===== src/rtl/mem_port_arbiter.sv =====
// Single-port memory arbiter: store-buffer drain versus 16-word line fill.
// Define MEM_ARB_RAW_CHECK_EN to drain buffered stores that hit the requested block before filling it.
module mem_port_arbiter #(
  parameter int ADDR_WIDTH = 32,
  parameter int WORD_WIDTH = 32,
  parameter int WBUF_DEPTH = 4
) (
  input  logic                  clk,
  input  logic                  rst,
  input  logic                  fill_req,
  input  logic [ADDR_WIDTH-1:0] fill_addr,
  output logic                  fill_ack,
  output logic [WORD_WIDTH-1:0] fill_data,
  output logic                  fill_data_valid,
  output logic                  fill_done,
  input  logic                  st_valid,
  input  logic [ADDR_WIDTH-1:0] st_addr,
  input  logic [WORD_WIDTH-1:0] st_data,
  output logic                  st_ready,
  output logic                  wbuf_empty,
  output logic [ADDR_WIDTH-1:0] memory_addr,
  output logic                  memory_write_en,
  output logic [WORD_WIDTH-1:0] memory_write_data,
  output logic                  memory_read_addr_valid,
  input  logic                  memory_read_ready,
  input  logic                  memory_read_valid,
  input  logic [WORD_WIDTH-1:0] memory_read_data
);

  localparam int PTR_W = $clog2(WBUF_DEPTH);
  localparam int BLK_W = ADDR_WIDTH - 4;

  typedef enum logic [1:0] {ST_IDLE, ST_DRAIN, ST_FILL} state_t;

  state_t                state_q, state_d;
  logic [ADDR_WIDTH-1:0] wb_addr_q [WBUF_DEPTH];
  logic [ADDR_WIDTH-1:0] wb_addr_d [WBUF_DEPTH];
  logic [WORD_WIDTH-1:0] wb_data_q [WBUF_DEPTH];
  logic [WORD_WIDTH-1:0] wb_data_d [WBUF_DEPTH];
  logic [PTR_W-1:0]      wr_ptr_q, wr_ptr_d, rd_ptr_q, rd_ptr_d;
  logic [PTR_W:0]        count_q, count_d;
  logic [BLK_W-1:0]      blk_q, blk_d;
  logic [4:0]            issue_cnt_q, issue_cnt_d;
  logic [3:0]            ret_cnt_q, ret_cnt_d;

  logic                  fill_ack_q, fill_ack_d;
  logic [WORD_WIDTH-1:0] fill_data_q, fill_data_d;
  logic                  fill_data_valid_q, fill_data_valid_d;
  logic                  fill_done_q, fill_done_d;
  logic [ADDR_WIDTH-1:0] mem_addr_q, mem_addr_d;
  logic                  mem_we_q, mem_we_d;
  logic [WORD_WIDTH-1:0] mem_wdata_q, mem_wdata_d;
  logic                  mem_rav_q, mem_rav_d;

  logic push, pop, full, fill_wins;

  // Word offset of the fill address is meaningless; fills always cover the whole block.
  logic unused_fill_lsb;
  assign unused_fill_lsb = ^fill_addr[3:0];

  assign full       = (count_q == (PTR_W+1)'(WBUF_DEPTH));
  assign st_ready   = !full;
  assign wbuf_empty = (count_q == '0);
  assign push       = st_valid & st_ready;

`ifdef MEM_ARB_RAW_CHECK_EN
  logic raw_hit;

  // Slot i is live when its distance from the read pointer is below the occupancy.
  always_comb begin
    raw_hit = 1'b0;
    for (int unsigned i = 0; i < WBUF_DEPTH; i++) begin
      if (({1'b0, PTR_W'(i) - rd_ptr_q} < count_q) &&
          (wb_addr_q[i][ADDR_WIDTH-1:4] == fill_addr[ADDR_WIDTH-1:4]))
        raw_hit = 1'b1;
    end
  end

  assign fill_wins = fill_req & !raw_hit;
`else
  assign fill_wins = fill_req;
`endif

  always_comb begin
    state_d           = state_q;
    wb_addr_d         = wb_addr_q;
    wb_data_d         = wb_data_q;
    wr_ptr_d          = wr_ptr_q;
    rd_ptr_d          = rd_ptr_q;
    blk_d             = blk_q;
    issue_cnt_d       = issue_cnt_q;
    ret_cnt_d         = ret_cnt_q;
    fill_ack_d        = 1'b0;
    fill_data_d       = fill_data_q;
    fill_data_valid_d = 1'b0;
    fill_done_d       = 1'b0;
    mem_addr_d        = mem_addr_q;
    mem_we_d          = 1'b0;
    mem_wdata_d       = mem_wdata_q;
    mem_rav_d         = 1'b0;
    pop               = 1'b0;

    if (push) begin
      wb_addr_d[wr_ptr_q] = st_addr;
      wb_data_d[wr_ptr_q] = st_data;
      wr_ptr_d            = wr_ptr_q + 1'b1;
    end

    unique case (state_q)
      ST_IDLE: begin
        if (fill_wins) begin
          state_d     = ST_FILL;
          fill_ack_d  = 1'b1;
          blk_d       = fill_addr[ADDR_WIDTH-1:4];
          issue_cnt_d = '0;
          ret_cnt_d   = '0;
        end else if (count_q != '0) begin
          // Head is popped on the decision edge so the write appears one cycle after arbitration.
          state_d     = ST_DRAIN;
          pop         = 1'b1;
          rd_ptr_d    = rd_ptr_q + 1'b1;
          mem_we_d    = 1'b1;
          mem_addr_d  = wb_addr_q[rd_ptr_q];
          mem_wdata_d = wb_data_q[rd_ptr_q];
        end
      end
      ST_DRAIN: state_d = ST_IDLE;
      ST_FILL: begin
        if (!issue_cnt_q[4] && memory_read_ready) begin
          mem_rav_d   = 1'b1;
          mem_addr_d  = {blk_q, issue_cnt_q[3:0]};
          issue_cnt_d = issue_cnt_q + 1'b1;
        end
        if (memory_read_valid) begin
          fill_data_d       = memory_read_data;
          fill_data_valid_d = 1'b1;
          ret_cnt_d         = ret_cnt_q + 1'b1;
          if (ret_cnt_q == 4'd15) begin
            fill_done_d = 1'b1;
            state_d     = ST_IDLE;
          end
        end
      end
      default: state_d = ST_IDLE;
    endcase

    unique case ({push, pop})
      2'b10:   count_d = count_q + 1'b1;
      2'b01:   count_d = count_q - 1'b1;
      default: count_d = count_q;
    endcase
  end

  always_ff @(posedge clk or negedge rst) begin
    if (!rst) begin
      state_q           <= ST_IDLE;
      for (int unsigned i = 0; i < WBUF_DEPTH; i++) begin
        wb_addr_q[i] <= '0;
        wb_data_q[i] <= '0;
      end
      wr_ptr_q          <= '0;
      rd_ptr_q          <= '0;
      count_q           <= '0;
      blk_q             <= '0;
      issue_cnt_q       <= '0;
      ret_cnt_q         <= '0;
      fill_ack_q        <= 1'b0;
      fill_data_q       <= '0;
      fill_data_valid_q <= 1'b0;
      fill_done_q       <= 1'b0;
      mem_addr_q        <= '0;
      mem_we_q          <= 1'b0;
      mem_wdata_q       <= '0;
      mem_rav_q         <= 1'b0;
    end else begin
      state_q           <= state_d;
      wb_addr_q         <= wb_addr_d;
      wb_data_q         <= wb_data_d;
      wr_ptr_q          <= wr_ptr_d;
      rd_ptr_q          <= rd_ptr_d;
      count_q           <= count_d;
      blk_q             <= blk_d;
      issue_cnt_q       <= issue_cnt_d;
      ret_cnt_q         <= ret_cnt_d;
      fill_ack_q        <= fill_ack_d;
      fill_data_q       <= fill_data_d;
      fill_data_valid_q <= fill_data_valid_d;
      fill_done_q       <= fill_done_d;
      mem_addr_q        <= mem_addr_d;
      mem_we_q          <= mem_we_d;
      mem_wdata_q       <= mem_wdata_d;
      mem_rav_q         <= mem_rav_d;
    end
  end

  assign fill_ack               = fill_ack_q;
  assign fill_data              = fill_data_q;
  assign fill_data_valid        = fill_data_valid_q;
  assign fill_done              = fill_done_q;
  assign memory_addr            = mem_addr_q;
  assign memory_write_en        = mem_we_q;
  assign memory_write_data      = mem_wdata_q;
  assign memory_read_addr_valid = mem_rav_q;

endmodule


===== config.mk =====
export PLATFORM = sky130hd
export DESIGN_NAME = mem_port_arbiter
export DESIGN_NICKNAME = d
export VERILOG_FILES = /design/src/rtl/mem_port_arbiter.sv
export SDC_FILE = /design/constraint.sdc
export NUM_CORES = 1
export LEC_CHECK = 0
export ABC_AREA = 1
export CAP_MARGIN = 10
export CELL_PAD_IN_SITES_DETAIL_PLACEMENT = 1
export CELL_PAD_IN_SITES_GLOBAL_PLACEMENT = 1
export CORE_ASPECT_RATIO = 0.5
export CORE_MARGIN = 8
export CORE_UTILIZATION = 35
export DETAILED_ROUTE_END_ITERATION = 10
export PLACE_DENSITY_LB_ADDON = 0.2
export SETUP_SLACK_MARGIN = 0.3
export SYNTH_ARGS = -nofsm -noshare
export SYNTH_HDL_FRONTEND = slang
export SYNTH_SLANG_ARGS = --single-unit

===== constraint.sdc =====
create_clock -name clk -period 2.3 [get_ports clk]
set_input_delay 0.345 -clock clk [delete_from_list [all_inputs] [get_ports clk]]
set_output_delay 0.345 -clock clk [all_outputs]
set_load 0.02 [all_outputs]

==> metrics list <==
* Outcome: finished clean
* Setup repair after global routing missed its margin: false
- Top metal layer carrying routed signals: met4
- Maximum number of pins on one net before global-route repair: 120
- The clock drives 403 sinks.
- Cells with a size suffix above 1 make up 6.50% of the layout.
* Horizontal extent of the die: 338 µm
* Clock transition at the registers of the reported paths: 70 ps
- Synth Cell Area: 18100 µm²
- Clock root buffer master: sky130_fd_sc_hd__clkbuf_16
- No sink is reached through more buffers than the 3 on the longest clock path.
- Across the run, the number of max-cap violations was 0.
- On the worst path, the slowest cell contributes a delay of 660 ps.
- Setup violations remaining at the end of the flow were counted as 0.
- Initial antenna violation count: 2
* Largest family of logic cells by synthesized area: simple AND/OR/NAND/NOR gates
* Overall via count from detail_route: 15500
- Row generation in the floorplan step produced 59 rows.
- Slowest library cell on the worst path: sky130_fd_sc_hd__clkdlybuf4s50_1
- Quantity of I/O buffers inserted on ports: 232
- Final routed wirelength across all metal layers: 57.0 mm
- Seq/Total Area, Yosys: 55.7%
* Drt pass-1 iters: 4
- The kind of cell with the highest combined delay along the critical path is buffers and inverters.
* Startpoint Class: flop
- STA classifies the critical path endpoint as an output pin.
* DR DRC count: 0
- The top cell type by area accounts for 55.7% of the synthesized area.
- Measured along the y axis, the die boundary spans 177 µm.
* Clock tree from TritonCTS: done
* Top cells by count, synth: sky130_fd_sc_hd__nand2_1 (1091), sky130_fd_sc_hd__dfrtp_1 (403), sky130_fd_sc_hd__o21ai_0 (253)
* Metal1 wirelength: 25.6 mm
- The final hold violation count is 0.
* Vias in the first global route: 16900
- The final critical path takes up 85.0% of the cycle.
- Congestion Overflow GR: 0
* Crit Path Category: flop to output pin
- Post-detailed-placement cell area: 21300 µm²
- Clock insertion delay at the later pin of the skew report: 550 ps
* DR vias/cell: 4.88
* Cells after Synth: 2242
- Syn nets: 2384
- The floorplan step defined a die boundary enclosing 59700 µm².
* Required time at the endpoint of the critical path: 1960 ps
* IR drop worst, VDD: 0.000729 V
- In this run the remaining antenna-violating nets after routing total 0.
- Worst hold path class: input pin to asynchronous set/reset pin
- Global-route usage over all layers: 19.1%
- Maximum clock frequency: 511 MHz
- For the pin with the worst max-slew slack, the measured transition is 543 ps.
- The synthesized netlist devotes 0.595% of its cell area to adder and majority cells.
- Once layout is done, the placed cells without fillers occupy 22600 µm².
- After synthesis, the netlist uses 31 different library cells.
* Series of cell instances along the critical path: clkdlybuf4s50_1
- Leakage power summed over all cells: 11.2 nW
- Synth Area in Simple Gates: 26.7%
* Synthesis warning total: 0
- The synthesized netlist devotes 0.194% of its cell area to XOR and XNOR gates.
- Highest fanout seen on the critical path: 2
- Total power divided by cell area: 1460 nW/µm²
- In the post-synthesis netlist, the biggest area contributors are sky130_fd_sc_hd__dfrtp_1 (56%), sky130_fd_sc_hd__nand2_1 (23%), sky130_fd_sc_hd__o21ai_0 (7.0%).
- Largest area contributor in the synthesized netlist: sky130_fd_sc_hd__dfrtp_1
- Total CTS buffers: 41
- WL met2: 28.1 mm
- Yosys instantiated no cell more often than sky130_fd_sc_hd__nand2_1.
- Number of nets in the layout: 2571
- Final Slew Violations: 0
* IO Pins: 237
- Drt first-iter violations: 891
- The worst pin sits at a relative slew slack of 63.8%.
* Setup TNS: 0 ps
* Detailed-placement wirelength estimate: 36.1 mm
* Core footprint: 51500 µm²
- Counting flops and latches in the post-synthesis netlist gives 403.
* Initial Util: 35.1%
* Post-CTS setup repair buffer count: 0
- Overall power consumption after layout is estimated at 0.0331 W.
- Among all flip-flop cells after synthesis, the most frequent one is sky130_fd_sc_hd__dfrtp_1.
- Routed wire per std cell: 18.0 µm
- Fin crit period: 1960 ps
- Data on the critical path arrives at its endpoint at 1610 ps.
* Last weighted congestion value of the routability-driven placer: 0.741
- Summed over all nets, wire length on met3 after detailed routing comes to 1.79 mm.
- Clock skew on the completed layout was measured at 12.9 ps.
- Multiplexer cells account for 0% of the synthesized area.
* Mean instance size in the synthesized netlist: 8.07 µm²
- The area growth from synthesis to layout is 25.0%.
* CTS H-tree depth: 2
- Counting both buffers and inverters, the worst setup path holds a total of 1.
- Ys async rst share: 100%
- Global-route wire length before repair: 92.4 mm
- Number of enable-type register cells in the synthesized netlist: 0
- Summing the areas of all compound-gate instances in the mapped netlist gives 10.6% of the synthesized area.
per-stage QoR:
step / util [%] / std cells / setup WS (ps) / hold WS [ps]
after floorplan: - / 2242 / 220 / 49.4
after global placement: 41.2 / 3086 / 228 / 307
after detailed placement: 41.2 / 3086 / 221 / 314
after CTS: 43.9 / 3163 / 228 / 301
after global routing: 43.9 / 3165 / 311 / 321
final: 43.9 / 3165 / 344 / 307
power breakdown:
part	total, W	internal, W	switching (W)	leakage, nW
clock	0.00685	0.00393	0.00292	0.667
combinational	0.0145	0.00510	0.00935	5.45
sequential	0.0118	0.0103	0.00147	5.05
total	0.0331	0.0194	0.0137	11.2
kinds of logic after synthesis:
| group | count (synthesis) |
|---|---|
| DFF | 403 |
| AOI/OAI and AO/OA | 364 |
| xor gates and xnor gates | 4 |
| and+or+nand+nor | 1225 |
| buffers and inverters | 238 |
| adders and majority gates | 8 |
repair_timing:
item,CTS,global route
hold buffers,1,0
endpoints found under the setup margin,2,18
hold endpoints to repair,41,0
resized for setup,2,7
final timing paths:
| path | start | end | slack [ps] | cells after the start |
|---|---|---|---|---|
| min | rst | memory_addr[16] | 310 | 2 |
| max reg2reg | state_q[1] | count_q[2] | 490 | 9 |
| max | memory_addr[21] | memory_addr[21] | 340 | 1 |
| min reg2reg | fill_data[28] | fill_data[28] | 470 | 2 |
| max in group asynchronous | rst | ret_cnt_q[1] | 1230 | 3 |
| min in group clk | fill_addr[12] | blk_q[8] | 330 | 3 |
state kept, by name (all words and copies together) (netlist names):
name	flops
issue_cnt_q	5
count_q	3
rd_ptr_q	2
ret_cnt_q	4
fill_ack	1
memory_addr	32
memory_write_en	1
wr_ptr_q	2
fill_data_valid	1
memory_write_data	32
state_q	2
blk_q	28
memory_read_addr_valid	1
wb_addr_q	128
fill_done	1
wb_data_q	128
fill_data	32
worst reg2reg max path: cells and delay by family, from the launching register on:
family                     cells  cell delay (ps)
and+or+nand+nor                2              320
DFF                            1              390
adders and majority gates      2              480
buffers and inverters          2              130
AOI/OAI and AO/OA              2              220
xor gates and xnor gates       1              150
layer usage:
| metal | track usage, % | up-vias |
|---|---|---|
| met4 | 5.20 | 0 |
| li1 | - | 7473 |
| met1 | 24.5 | 7692 |
| met5 | 0 | - |
| met2 | 33.4 | 207 |
| met3 | 2.87 | 78 |
area by class of cell:
| class | instances | area (µm²) |
|---|---|---|
| inverters | 91 | 344 |
| multi-input cells | 1601 | 6930 |
| fillers | 6264 | 28900 |
| repair buffers | 291 | 3020 |
| clock inverters | 12 | 116 |
| flip-flops and latches | 403 | 10100 |
| well taps | 701 | 877 |
| clock buffers | 64 | 1230 |
| diodes | 2 | 5.00 |
layout by cell type, fill, tap and decap left out, types with 10 or more instances in the layout:
cell / Yosys / layout
sky130_fd_sc_hd__nand2_1: 1091 / 1091
sky130_fd_sc_hd__buf_4: 4 / 38
sky130_fd_sc_hd__clkbuf_16: 0 / 43
sky130_fd_sc_hd__a21oi_1: 36 / 36
sky130_fd_sc_hd__o211ai_1: 32 / 32
sky130_fd_sc_hd__nand3_1: 105 / 105
sky130_fd_sc_hd__buf_12: 0 / 20
sky130_fd_sc_hd__o21ai_0: 253 / 252
sky130_fd_sc_hd__inv_2: 8 / 10
sky130_fd_sc_hd__clkdlybuf4s50_1: 0 / 226
sky130_fd_sc_hd__nor2_1: 11 / 11
sky130_fd_sc_hd__inv_1: 82 / 79
sky130_fd_sc_hd__dfrtp_1: 403 / 401
sky130_fd_sc_hd__o21ai_1: 37 / 38
sky130_fd_sc_hd__clkbuf_1: 43 / 13
No activity file was read; power rests on OpenSTA's default activity.
